File: src/rtl/fifo_drain_pkg.sv
// Shared types and constants for the FIFO read-side drain controller.
package fifo_drain_pkg;

  localparam int unsigned SKID_DEPTH = 2;
  localparam int unsigned OCC_W      = 2;

  typedef enum logic [1:0] {IDLE, ACTIVE, PAUSE} drain_state_e;

endpackage

File: src/rtl/skid_buf2.sv
// Two-entry push/pop buffer with registered head and valid; order preserved.
module skid_buf2
  import fifo_drain_pkg::*;
#(
  parameter int unsigned DATA_WIDTH = 16
) (
  input  logic                  clk,
  input  logic                  rst_n,
  input  logic                  push,
  input  logic [DATA_WIDTH-1:0] push_data,
  input  logic                  pop,
  output logic                  head_valid,
  output logic [DATA_WIDTH-1:0] head_data,
  output logic [OCC_W-1:0]      occupancy
);

  logic [DATA_WIDTH-1:0] tail_data;
  logic [DATA_WIDTH-1:0] head_next;
  logic [DATA_WIDTH-1:0] tail_next;
  logic [OCC_W-1:0]      occ_next;
  logic                  pop_ok;

  assign pop_ok = pop && (occupancy != OCC_W'(0));

  // Next head/tail/occupancy for every push/pop combination
  always_comb begin
    head_next = head_data;
    tail_next = tail_data;
    occ_next  = occupancy;
    case (occupancy)
      OCC_W'(0): begin
        if (push) begin
          head_next = push_data;
          occ_next  = OCC_W'(1);
        end
      end
      OCC_W'(1): begin
        if (push && pop_ok) begin
          head_next = push_data;
        end else if (push) begin
          tail_next = push_data;
          occ_next  = OCC_W'(2);
        end else if (pop_ok) begin
          occ_next  = OCC_W'(0);
        end
      end
      default: begin
        if (pop_ok) begin
          head_next = tail_data;
          if (push) begin
            tail_next = push_data;
          end else begin
            occ_next  = OCC_W'(1);
          end
        end
      end
    endcase
  end

  // Buffer storage and registered valid flag
  always_ff @(posedge clk) begin
    if (!rst_n) begin
      head_data  <= '0;
      tail_data  <= '0;
      occupancy  <= '0;
      head_valid <= 1'b0;
    end else begin
      head_data  <= head_next;
      tail_data  <= tail_next;
      occupancy  <= occ_next;
      head_valid <= (occ_next != OCC_W'(0));
    end
  end

endmodule

File: src/rtl/fifo_drain_stream.sv
// Read-side controller: issues FIFO reads and presents a valid/ready stream
// through a 2-entry skid buffer that hides the FIFO's 1-cycle read latency.
// Optional statistics (beat_count, stall_seen) when FIFO_DRAIN_STATS_EN is defined.
module fifo_drain_stream #(
  parameter int unsigned DATA_WIDTH = 16,
  parameter int unsigned SKID_DEPTH = fifo_drain_pkg::SKID_DEPTH
) (
  input  logic                  clk,
  input  logic                  rst_n,
  input  logic                  enable,
  input  logic                  fifo_empty,
  input  logic [DATA_WIDTH-1:0] fifo_data_out,
  output logic                  fifo_rd_en,
  output logic                  out_valid,
  input  logic                  out_ready,
  output logic [DATA_WIDTH-1:0] out_data,
  output logic                  busy
`ifdef FIFO_DRAIN_STATS_EN
  ,
  output logic [15:0]           beat_count,
  output logic                  stall_seen
`endif
);

  import fifo_drain_pkg::*;

  if (SKID_DEPTH != fifo_drain_pkg::SKID_DEPTH) begin : g_bad_skid_depth
    $error("fifo_drain_stream: SKID_DEPTH must be 2");
  end

  drain_state_e     state;
  drain_state_e     state_next;
  logic             inflight;
  logic [OCC_W-1:0] occupancy;
  logic             pop;
  logic             drained;
  logic [2:0]       committed;

  assign pop       = out_valid && out_ready;
  assign drained   = (occupancy == OCC_W'(0)) && !inflight;
  // Words the buffer will hold after this edge, before counting a new read.
  assign committed = 3'(occupancy) + 3'(inflight) - 3'(pop);

  assign fifo_rd_en = rst_n && enable && !fifo_empty && (state != PAUSE) &&
                      (committed < 3'(SKID_DEPTH));

  // Read-in-flight flag: data returns from the FIFO one cycle after rd_en
  always_ff @(posedge clk) begin
    if (!rst_n) begin
      inflight <= 1'b0;
    end else begin
      inflight <= fifo_rd_en;
    end
  end

  skid_buf2 #(
    .DATA_WIDTH(DATA_WIDTH)
  ) u_skid (
    .clk       (clk),
    .rst_n     (rst_n),
    .push      (inflight),
    .push_data (fifo_data_out),
    .pop       (pop),
    .head_valid(out_valid),
    .head_data (out_data),
    .occupancy (occupancy)
  );

  // State register; busy tracks the registered state
  always_ff @(posedge clk) begin
    if (!rst_n) begin
      state <= IDLE;
      busy  <= 1'b0;
    end else begin
      state <= state_next;
      busy  <= (state_next != IDLE);
    end
  end

  // Next-state logic
  always_comb begin
    state_next = state;
    unique case (state)
      IDLE: begin
        if (enable && !fifo_empty) state_next = ACTIVE;
      end
      ACTIVE: begin
        if (!enable)                     state_next = PAUSE;
        else if (fifo_empty && drained)  state_next = IDLE;
      end
      PAUSE: begin
        if (enable)       state_next = ACTIVE;
        else if (drained) state_next = IDLE;
      end
      default: state_next = IDLE;
    endcase
  end

`ifdef FIFO_DRAIN_STATS_EN
  // Delivered-beat counter and sticky consumer-stall flag
  always_ff @(posedge clk) begin
    if (!rst_n) begin
      beat_count <= 16'd0;
      stall_seen <= 1'b0;
    end else begin
      if (pop) beat_count <= beat_count + 16'd1;
      if (out_valid && !out_ready) stall_seen <= 1'b1;
    end
  end
`endif

endmodule

File: config.mk
export PLATFORM = sky130hd
export DESIGN_NAME = fifo_drain_stream
export DESIGN_NICKNAME = d
export VERILOG_FILES = /design/src/rtl/fifo_drain_pkg.sv /design/src/rtl/skid_buf2.sv /design/src/rtl/fifo_drain_stream.sv
export SDC_FILE = /design/constraint.sdc
export NUM_CORES = 1
export LEC_CHECK = 0
export ABC_AREA = 1
export CAP_MARGIN = 20
export CORE_ASPECT_RATIO = 0.9
export CORE_UTILIZATION = 53
export DETAILED_ROUTE_END_ITERATION = 12
export HOLD_SLACK_MARGIN = 0.08
export MAX_ROUTING_LAYER = met4
export PLACE_DENSITY = 0.91
export SKIP_CTS_REPAIR_TIMING = 1
export SYNTH_ARGS = -nofsm -noshare
export SYNTH_HDL_FRONTEND = slang
export SYNTH_SLANG_ARGS = --single-unit
export TNS_END_PERCENT = 5
File: constraint.sdc
create_clock -name clk -period 5.7 [get_ports clk]
set_input_delay 0.57 -clock clk [delete_from_list [all_inputs] [get_ports clk]]
set_output_delay 0.57 -clock clk [all_outputs]
set_load 0.005 [all_outputs]
Word-level counts from Yosys, hierarchy flattened
Index checks and enable logic that the tools add are counted.

storage, ports and cells
  register bits after elaboration = 39
  latch bits = 0
  memory bits (writable) = 0
  bits in read-only memories = 0
  input port bits = 21
  output and inout port bits = 19
  word-level logic and storage cells = 60
  memories kept = 0

operators by class
  $add $sub $neg = 2
  $mul = 0
  divide/modulo/power cells = 0
  order comparisons = 1
  equality and inequality tests = 7
  shift-type cells = 0
  multiplexer cells = 21
  bitwise logic cells = 1
  reduce and logical (&&, ||, !) cells = 21

operators with widths
  cell                number
  $mux 16             6
  $pmux 16 s2         2
  $mux 2              11
  $logic_and 1x1->1   10
  $reduce_bool 2->1   4
  $ne 2x2->1 const B  3
  $pmux 2 s3          1
  $reduce_and 3->1    2
  $eq 2x1->1 const B  2
  $logic_not 2->1     2
  $pmux 2 s2          1
  $add 2x1->3         1
  $lt 3x2->1 const B  1
  $reduce_bool 3->1   1
  $sub 3x1->3         1
  $eq 2x2->1 const B  1
  $logic_not 1->1     2
  $ne 2x1->1 const B  1
  $not 1->1           1

Depth between registers and ports, before layout
Gate-level depths: netlist (run 1).

  word-level depth = 7
  mapped depth = 8
  depth with buffers taken out = 8

Modules after synthesis
A second synthesis (run 1) with hierarchy kept.

second synthesis, totals
  cells, all modules = 305
  area, all modules = 2024.4 um2

modules (own cells, without submodules)
  module             times used  cells each  area each (um2)  sequential area each (um2)
  skid_buf2          1           268         1756.7           700.7
  fifo_drain_stream  1           37          267.8            80.1

Worst setup path before layout (run 1)
No wires, ideal clock.

  path type = input port to output port
  from = input port out_ready
  to = output port fifo_rd_en
  data arrival time = 2.073 ns
  required time = 5.130 ns
  path slack = 3.057 ns
  stages on the path = 7
  buffers on the path = 0
  path through = nand2_2 > inv_1 > ha_1 > or2_2 > fa_1 > nand3_1 > nor3_1

on the way
  cells in the longest elaborated chain, start to end = 4

RTL lines
  element             line                     RTL
  start: declaration  fifo_drain_stream.sv:15  input logic out_ready,
  $logic_and 1x1->1   fifo_drain_stream.sv:39  assign pop = out_valid && out_ready;
  $sub 3x1->3         fifo_drain_stream.sv:42  assign committed = 3'(occupancy) + 3'(inflight) - 3'(pop);
  $lt 3x2->1          fifo_drain_stream.sv:45  (committed < 3'(SKID_DEPTH));
  $logic_and 1x1->1   fifo_drain_stream.sv:44  assign fifo_rd_en = rst_n && enable && !fifo_empty && (state != PAUSE) &&
  end: declaration    fifo_drain_stream.sv:13  output logic fifo_rd_en,

Every way passes these cells.

Worst setup path in the final report (run 1)
Ends and elaborated chain as after synthesis.

==> results of run 1 <==
## cell families after synthesis
logic type | share of synthesized area [%]
flops | 44.73
fa+ha+maj | 1.864
simple gates | 32.83
buf+inv | 7.957
compound gates | 12.62
## cells in the final DEF, fill, tap and decap left out, drive strengths merged
| master | instances |
|---|---|
| nor2 | 37 |
| a211oi | 1 |
| dfxtp | 39 |
| ha | 1 |
| nor3 | 5 |
| or2 | 1 |
| clkbuf | 6 |
| inv | 12 |
| a21oi | 20 |
| nand2 | 80 |
| clkdlybuf4s50 | 39 |
| fa | 1 |
| clkinvlp | 1 |
| o21ai | 18 |
| clkinv | 1 |
| nand3 | 19 |
## metal layers
layer / part of all wire [%] / vias up / track usage, %
met5: 0 / - / -
met4: 1.7 / 0 / 12.62
met3: 5.6 / 6 / 5.894
met2: 47 / 54 / 39.29
met1: 45 / 738 / 25.38
li1: - / 858 / -
## cell type report
| cell class | count | share of cell area [%] |
|---|---|---|
| flip-flops and latches | 39 | 36.34 |
| well taps | 42 | 2.446 |
| multi-input cells | 183 | 38.44 |
| repair buffers | 39 | 18.17 |
| clock buffers | 6 | 1.922 |
| inverters | 12 | 2.097 |
| clock inverters | 2 | 0.5824 |
## worst max-delay path, cell delays in order
cell and delay (ps):
clkdlybuf4s50_1 470, nand2_2 100, inv_1 140, ha_1 240, or2_2 300, fa_1 490, nand3_1 90, nor3_1 200
clkdlybuf4s50_1 520
## per-stage QoR
step           utilization, %  hold WS (ps)  total power, mW  std cells
2_1_floorplan               -         439.3           0.3337        247
3_3_place_gp            67.77         448.6           0.3688        315
3_5_place_dp            67.77         452.7           0.3704        315
4_1_cts                 69.51         469.8           0.5066        323
5_1_grt                 69.51         488.4           0.5316        323
6_report                69.51         469.3           0.5060        323
## power groups by stage
stage / sequential, mW / clock, mW / combinational, mW
finish: 0.289 / 0.142 / 0.0756
global route: 0.290 / 0.157 / 0.0842
CTS: 0.289 / 0.142 / 0.0758
detailed placement: 0.295 / 0 / 0.0756
global placement: 0.294 / 0 / 0.0745
floorplan: 0.295 / 0 / 0.0387
## state kept, by name, summed over array words and instances, names as in the netlist
signal and flops:
busy 1, inflight 1, state 2, u_skid.head_data 16
u_skid.head_valid 1, u_skid.occupancy 2, u_skid.tail_data 16
## worst min path at each step
stage                                                  from                           endpoint  slack, ps  cells past startpoint
after floorplan           u_skid.tail_data[10]$_SDFFE_PN0P_  u_skid.tail_data[10]$_SDFFE_PN0P_        440                      2
after global placement    u_skid.tail_data[12]$_SDFFE_PN0P_  u_skid.tail_data[12]$_SDFFE_PN0P_        450                      2
after detailed placement   u_skid.tail_data[1]$_SDFFE_PN0P_   u_skid.tail_data[1]$_SDFFE_PN0P_        450                      2
after CTS                  u_skid.tail_data[1]$_SDFFE_PN0P_   u_skid.tail_data[1]$_SDFFE_PN0P_        470                      2
after global routing       u_skid.tail_data[1]$_SDFFE_PN0P_   u_skid.tail_data[1]$_SDFFE_PN0P_        490                      2
final                     u_skid.tail_data[12]$_SDFFE_PN0P_  u_skid.tail_data[12]$_SDFFE_PN0P_        470                      2
==> flow_metrics.tcl, run 1 <==
set metrics [dict create \
    status "complete, no violations" \
    reg2reg_depth 5 \
    via_per_inst 5.127 \
    dieArea_um2 3527 \
    grt_pass1_wl_um 6237 \
    synth_cell_types 21 \
    avgSynthCellArea_um2 7.066 \
    cts_root_buf "clkbuf_4" \
    maxSlewHeadroom_pct 42.93 \
    stdcell_area_um2 2148 \
    cp-start-kind "primary input" \
    cp_max_fo 5 \
    ys_ff_latch 39 \
    syn_nets 270 \
    reg2reg_slack_ps 3120 \
    crit_type "in -> out" \
    vias 1656 \
    clock_path_buffers 2 \
    ys_seq_area_share_pct 44.73 \
    p_comb_share_pct 14.9 \
    antenna_found_initial 0 \
    peakVddDrop_uv 141.7 \
    r2r-start "u_skid.occupancy[1]$_SDFF_PN0_" \
    wl_per_cell_um 11.18 \
    r2r_end "u_skid.tail_data[6]$_SDFFE_PN0P_" \
    cts_made_buffers 5 \
    dp_worst_setup_slack_ps 2017 \
    totalWireLength_um 3611 \
    insertion_delay_ps 360 \
    rsz0062_at_grt "no" \
    skew_ps 10.22 \
    synth.top_cells.by_count "nand2_1 (77), dfxtp_1 (39), nor2_1 (37)" \
    grt_max_degree 23 \
    grt_pass1_vias 1454 \
    fillers 259 \
    gr-total-overflow 0 \
    drc 0 \
    seq_area_um2 780.7 \
    core_area_um2 3090 \
    ys_top_cells_by_area "dfxtp_1 (45%), nand2_1 (17%), nor2_1 (8.0%)" \
    synth_top_area_share_pct 44.73 \
    worst_pin_slew_ps 854.8 \
    synth_top_area_cell "dfxtp_1" \
    die_x_um 62.49 \
    ys_async_sr_fraction_pct 0 \
    power_density_nw_per_um2 235.5 \
    layout_setup_ws_ps 2011 \
    area_growth_pct 23.08 \
    postPlaceCellArea_um2 2095 \
    hold_viol_final 0 \
    dr.pass1.iters 4 \
    yosys_warnings 0 \
    fmax_mhz 271.1 \
    syn-instance-count 247 \
    nNetsFinal 303 \
    maxCapViolCount 0 \
    layout-drive-gt1-share_pct 5.338 \
    clkPwrFrac_pct 28.0 \
    dp_hpwl_um 2439 \
    cts_tree "yes" \
    cts.clk_slew.worst_paths_ps 120 \
    critPathArrivalTime_ps 3120 \
    crit_required_ps 5130 \
    yosysMostFrequentCell "nand2_1" \
    drv_slew 0 \
    cts.sinks 39 \
    p_seq_share_pct 57.0 \
    antenna_left 0 \
    post-route-period-util_pct 64.72 \
    cp-startpoint "out_ready" \
    p_int_mw 0.3696 \
    timing.critical_path.to "fifo_rd_en" \
    io_buffers 39 \
    antenna_cells 0 \
    num_rows 19 \
    fin_crit_ps 3689 \
    synth_edf_count 0 \
    swShare_pct 26.96 \
    place.gp.congestion 0.7996 \
    multi_input_area_um2 825.8 \
    netlist_area_um2 1745 \
    grt_util_all_layers_pct 23.37 \
    min_path_type "reg -> reg" \
    setup_violations 0 \
    ys.flop_type "dfxtp_1" \
    initial_utilization_pct 56.48 \
    leakagePower_nw 0.8613 \
    io_pins 40 \
    p_sw_mw 0.1364 \
    tns_ps 0 \
    drt_iter0_markers 49 \
    fp.dieH_um 56.44 \
    cp-end-kind "output pin" \
    cts_max_level 2 \
]
Power figures use the tool's default switching activity.
==> run 2, diff against run 1 <==
- CORE_UTILIZATION: 53 -> 49
- PLACE_DENSITY: 0.91 -> 0.85
- clock period: 5.7 -> 3.5 ns (I/O delays scaled with it)
==> run 2 against run 1 <==
  * Critical path depth unchanged
  * Utilization decreased by 4.0 points
  * Non-clock buffer count increased by 2
  * Sequential power increased by 63%
  * Critical path type unchanged
  * Combinational power increased by 64%
  * Largest cell class unchanged
  * Cell count increased by 1.2%
==> flow_metrics.tcl, run 2 (synthesized netlist as in run 1, its figures left out) <==
set metrics [dict create \
    power.total_mw 0.9237 \
    skew_ps 4.124 \
    cp-end-kind "output pin" \
    final_cell_mix "nand2_1 (77), dfxtp_1 (39), clkdlybuf4s50_1 (39)" \
    die_x_um 64.91 \
    largest_registers "u_skid.head_data: 16 flops, u_skid.tail_data: 16 flops" \
    layout_setup_ws_ps 279.5 \
    cts_root_buf "clkbuf_8" \
    grt_max_degree 23 \
    post-route-period-util_pct 92.01 \
    core_area_um2 3378 \
    clock_path_buffers 2 \
    cp_slowest_cell "clkdlybuf4s50_1" \
    r2r-start "u_skid.occupancy[1]$_SDFF_PN0_" \
    status "complete, no violations" \
    fp.dieH_um 58.62 \
    cp_slowest_stage_delay_ps 520 \
    crit_type "in -> out" \
    grt_pass1_wl_um 6051 \
    final_util_pct 65.48 \
    cp-startpoint "out_ready" \
    fmax_mhz 310.5 \
    totalWireLength_um 3708 \
    dr.pass1.iters 4 \
    gr-total-overflow 0 \
    num_rows 20 \
    rsz0062_at_grt "no" \
    peakVddDrop_uv 221.6 \
    maxSlewHeadroom_pct 41.17 \
    place.gp.congestion 0.8269 \
    wl_per_cell_um 11.34 \
    grt_util_all_layers_pct 21.72 \
    crit_required_ps 3150 \
    antenna_left 0 \
    io_pins 40 \
    dieArea_um2 3805 \
    cts.clk_slew.worst_paths_ps 70 \
    fin_crit_ps 3220 \
    crit_chain "clkdlybuf4s50_1 > nand2_2 > inv_1 > ha_1 > or2_2 > fa_1 > nand3_1 > nor3_1 > clkdlybuf4s50_1" \
    antenna_cells 0 \
    leakagePower_nw 0.8935 \
    hold_viol_final 0 \
    min_from "u_skid.tail_data[8]$_SDFFE_PN0P_" \
    area_growth_pct 26.74 \
    insertion_delay_ps 290 \
    initial_utilization_pct 51.67 \
    grt_pass1_vias 1429 \
    tns_ps 0 \
    nNetsFinal 305 \
    via_per_inst 4.966 \
    min_path_type "reg -> reg" \
    post-place-cells 319 \
    antenna_found_initial 0 \
    dp_worst_setup_slack_ps 287.5 \
    vias 1624 \
    worst_pin_slew_ps 881.3 \
    cp_max_fo 5 \
    maxCapViolCount 0 \
    setup_violations 0 \
    cp-start-kind "primary input" \
    drc 0 \
    layout-drive-gt1-share_pct 6.007 \
    final_cells 327 \
    cp_common_cell "clkdlybuf4s50_1" \
    final_common_cell "nand2_1" \
    io_buffers 39 \
    critPathArrivalTime_ps 2870 \
    power_density_nw_per_um2 417.5 \
    cts_made_buffers 5 \
    dp_hpwl_um 2445 \
    cts.sinks 39 \
    drv_slew 0 \
    cts_max_level 2 \
    cts_tree "yes" \
    drt_iter0_markers 70 \
]
[run 2: per-stage QoR]
step / hold slack, ps / area [um2]
after floorplan: 439.3 / 1745
after global routing: 491.8 / 2212
after detailed placement: 452.4 / 2112
after global placement: 448.6 / 2112
after CTS: 463.0 / 2212
final: 461.8 / 2212
[run 2: layout make-up]
class                           count  area (um2)
Timing Repair Buffer               41       405.4
Inverter                           12       45.04
Multi-Input combinational cell    183       825.8
Sequential cell                    39       780.7
Fill cell                         307        1166
Clock buffer                        8       100.1
Tap cell                           44       55.05
[run 2: worst max-delay path: cells and delay by family]
family | cells | cell delay (ps)
adder cells (fa/ha/maj) | 2 | 730
buffers and inverters | 3 | 1130
AND/OR/NAND/NOR | 4 | 680
[run 2: worst paths after layout]
check | cells past startpoint | end | slack [ps]
max reg2reg | 6 | u_skid.tail_data[2]$_SDFFE_PN0P_ | 1290
max | 9 | fifo_rd_en | 280
min reg2reg | 2 | u_skid.tail_data[8]$_SDFFE_PN0P_ | 460
min | 2 | u_skid.tail_data[8]$_SDFFE_PN0P_ | 460
[run 2: layer usage]
layer  part of all wire (%)  global-route usage [%]  vias up
met2                     48                   34.82       36
met4                    1.2                   12.70        0
met3                    4.1                   4.845        6
met5                      0                       -        -
met1                     46                   25.03      724
li1                       -                       -      858
[run 2: report_power, final]
group          leakage [nW]  switching (mW)  internal, mW
combinational         0.525          0.0595        0.0646
sequential            0.317         0.00904         0.461
clock                0.0515           0.150         0.180
==> run 3, diff against run 2 <==
- CORE_UTILIZATION: 49 -> 51
- PLACE_DENSITY: 0.85 -> 0.86
- SYNTH_HIERARCHICAL: not set -> 1
==> run 3 against run 2 <==
  * Flip-flop and latch count did not move
  * Global-route usage fell by 1.1 points
  * Highest routed layer unchanged
  * Setup slack improved by 67 ps
  * Hold slack improved by 21 ps
  * Critical path type unchanged
  * Total power rose by 5.2%
  * Critical path depth did not move
  * Cell area rose by 11%
  * Non-clock buffer count rose by 1
  * Synthesized area rose by 16%
==> flow_metrics.tcl, run 3 <==
set metrics [dict create \
    antenna_found_initial 0 \
    io_pins 40 \
    gr-total-overflow 0 \
    worst_pin_slew_ps 758.9 \
    dp_hpwl_um 2426 \
    p_seq_share_pct 49.2 \
    initial_utilization_pct 53.88 \
    fin_crit_ps 3153 \
    cp-start-kind "primary input" \
    synth_top_area_share_pct 38.57 \
    power_density_nw_per_um2 396.6 \
    avgSynthCellArea_um2 6.638 \
    tns_ps 0 \
    yosysMostFrequentCell "nand2_1" \
    synth_edf_count 0 \
    dr.pass1.iters 4 \
    nNetsFinal 360 \
    dieArea_um2 4226 \
    crit_required_ps 3150 \
    min_from "u_skid/tail_data[15]$_SDFFE_PN0P_" \
    largest_registers "u_skid/head_data: 16 flops, u_skid/tail_data: 16 flops" \
    antenna_left 0 \
    vias 1826 \
    peakVddDrop_uv 211.7 \
    fp.dieH_um 61.77 \
    stdcell_area_um2 2451 \
    drv_slew 0 \
    leakagePower_nw 1.145 \
    maxSlewHeadroom_pct 49.29 \
    syn-instance-count 305 \
    reg2reg_depth 6 \
    synth_cell_types 29 \
    cts.clk_slew.worst_paths_ps 70 \
    insertion_delay_ps 290 \
    p_sw_mw 0.2486 \
    cts_made_buffers 5 \
    clock_path_buffers 2 \
    r2r-start "u_skid/occupancy[0]$_SDFF_PN0_" \
    power.total_mw 0.9720 \
    hold_viol_final 0 \
    grt_util_all_layers_pct 20.64 \
    skew_ps 2.158 \
    synth.top_cells.by_count "nand2_1 (80), nor2_1 (51), inv_1 (44)" \
    syn_nets 328 \
    crit_type "in -> out" \
    post-route-period-util_pct 90.10 \
    cts_max_level 2 \
    p_int_mw 0.7234 \
    num_rows 21 \
    fmax_mhz 317.1 \
    cts_tree "yes" \
    ys_top_cells_by_area "dfxtp_1 (39%), nand2_1 (15%), nor2_1 (9.5%)" \
    grt_pass1_wl_um 6189 \
    grt_pass1_vias 1494 \
    min_path_type "reg -> reg" \
    drc 0 \
    postPlaceCellArea_um2 2351 \
    holdPathStages 2 \
    hold-worst-slack_ps 482.9 \
    maxCapViolCount 0 \
    status "complete, no violations" \
    cp_max_fo 2 \
    ys_seq_area_share_pct 38.57 \
    netlist_area_um2 2024 \
    totalWireLength_um 3745 \
    clkPwrFrac_pct 33.9 \
    core_area_um2 3757 \
    wl_per_cell_um 9.753 \
    ys_ff_latch 39 \
    antenna_cells 0 \
    area_growth_pct 21.08 \
    yosys_warnings 6 \
    drt_iter0_markers 96 \
    via_per_inst 4.755 \
    cts.sinks 39 \
    final_common_cell "nand2_1" \
    grt_max_degree 40 \
    die_x_um 68.41 \
    critPathArrivalTime_ps 2800 \
    cp-end-kind "output pin" \
    layout-drive-gt1-share_pct 6.509 \
    p_comb_share_pct 16.9 \
    ys.flop_type "dfxtp_1" \
    setup_violations 0 \
    cts_root_buf "clkbuf_8" \
    synth_top_area_cell "dfxtp_1" \
    fillers 346 \
    final_cell_mix "nand2_1 (80), nor2_1 (51), inv_1 (44)" \
    cp-startpoint "out_ready" \
    place.gp.congestion 0.7766 \
    rsz0062_at_grt "no" \
    swShare_pct 25.58 \
    ys_async_sr_fraction_pct 0 \
    io_buffers 39 \
]
## run 3: logic make-up after synthesis
| logic type | count (synthesis) | share of synthesized area [%] |
|---|---|---|
| simple gates | 160 | 32.76 |
| buf+inv | 64 | 15.95 |
| xor+xnor | 1 | 0.4327 |
| compound gates | 39 | 10.69 |
| fa+ha+maj | 2 | 1.607 |
| flops | 39 | 38.57 |
## run 3: worst paths after layout
| check | endpoint | slack [ps] |
|---|---|---|
| setup / recovery | fifo_rd_en | 350 |
| hold / removal | u_skid/tail_data[15]$_SDFFE_PN0P_ | 480 |
| setup reg to reg | inflight$_SDFF_PN0_ | 1490 |
| hold reg to reg | u_skid/tail_data[15]$_SDFFE_PN0P_ | 480 |
## run 3: power groups by stage
stage,sequential (mW),clock (mW),combinational [mW]
3_3_place_gp,0.488,0,0.163
5_1_grt,0.481,0.358,0.187
3_5_place_dp,0.488,0,0.165
6_report,0.478,0.330,0.165
4_1_cts,0.478,0.339,0.166
2_1_floorplan,0.489,0,0.109
## run 3: layout make-up
type	instances	area, um2	area share [%]
repair buffers	42	412.9	16.85
multi-input cells	202	920.9	37.57
clock buffers	8	100.1	4.084
inverters	47	178.9	7.300
well taps	46	57.56	2.348
flip-flops and latches	39	780.7	31.85
## run 3: layer usage
layer	global-route usage, %	share of wire, %
met5	-	0
met2	33.47	46
met1	23.78	48
met4	7.143	0.85
met3	7.117	5.4
## run 3: through the flow
stage / utilization (%) / setup WS (ps) / instances
after floorplan: - / 1238 / 305
after global placement: 62.57 / 353.1 / 376
after detailed placement: 62.57 / 347.4 / 376
after CTS: 65.23 / 335.3 / 384
after global routing: 65.23 / 203.0 / 384
final: 65.23 / 346.6 / 384
## run 3: critical path, stage by stage
cell and delay (ps):
clkdlybuf4s50_1 450, nand2_1 50, inv_1 80, ha_1 220
or2_2 300, fa_1 380, xor2_1 180, nor4_1 250
clkdlybuf4s50_1 540
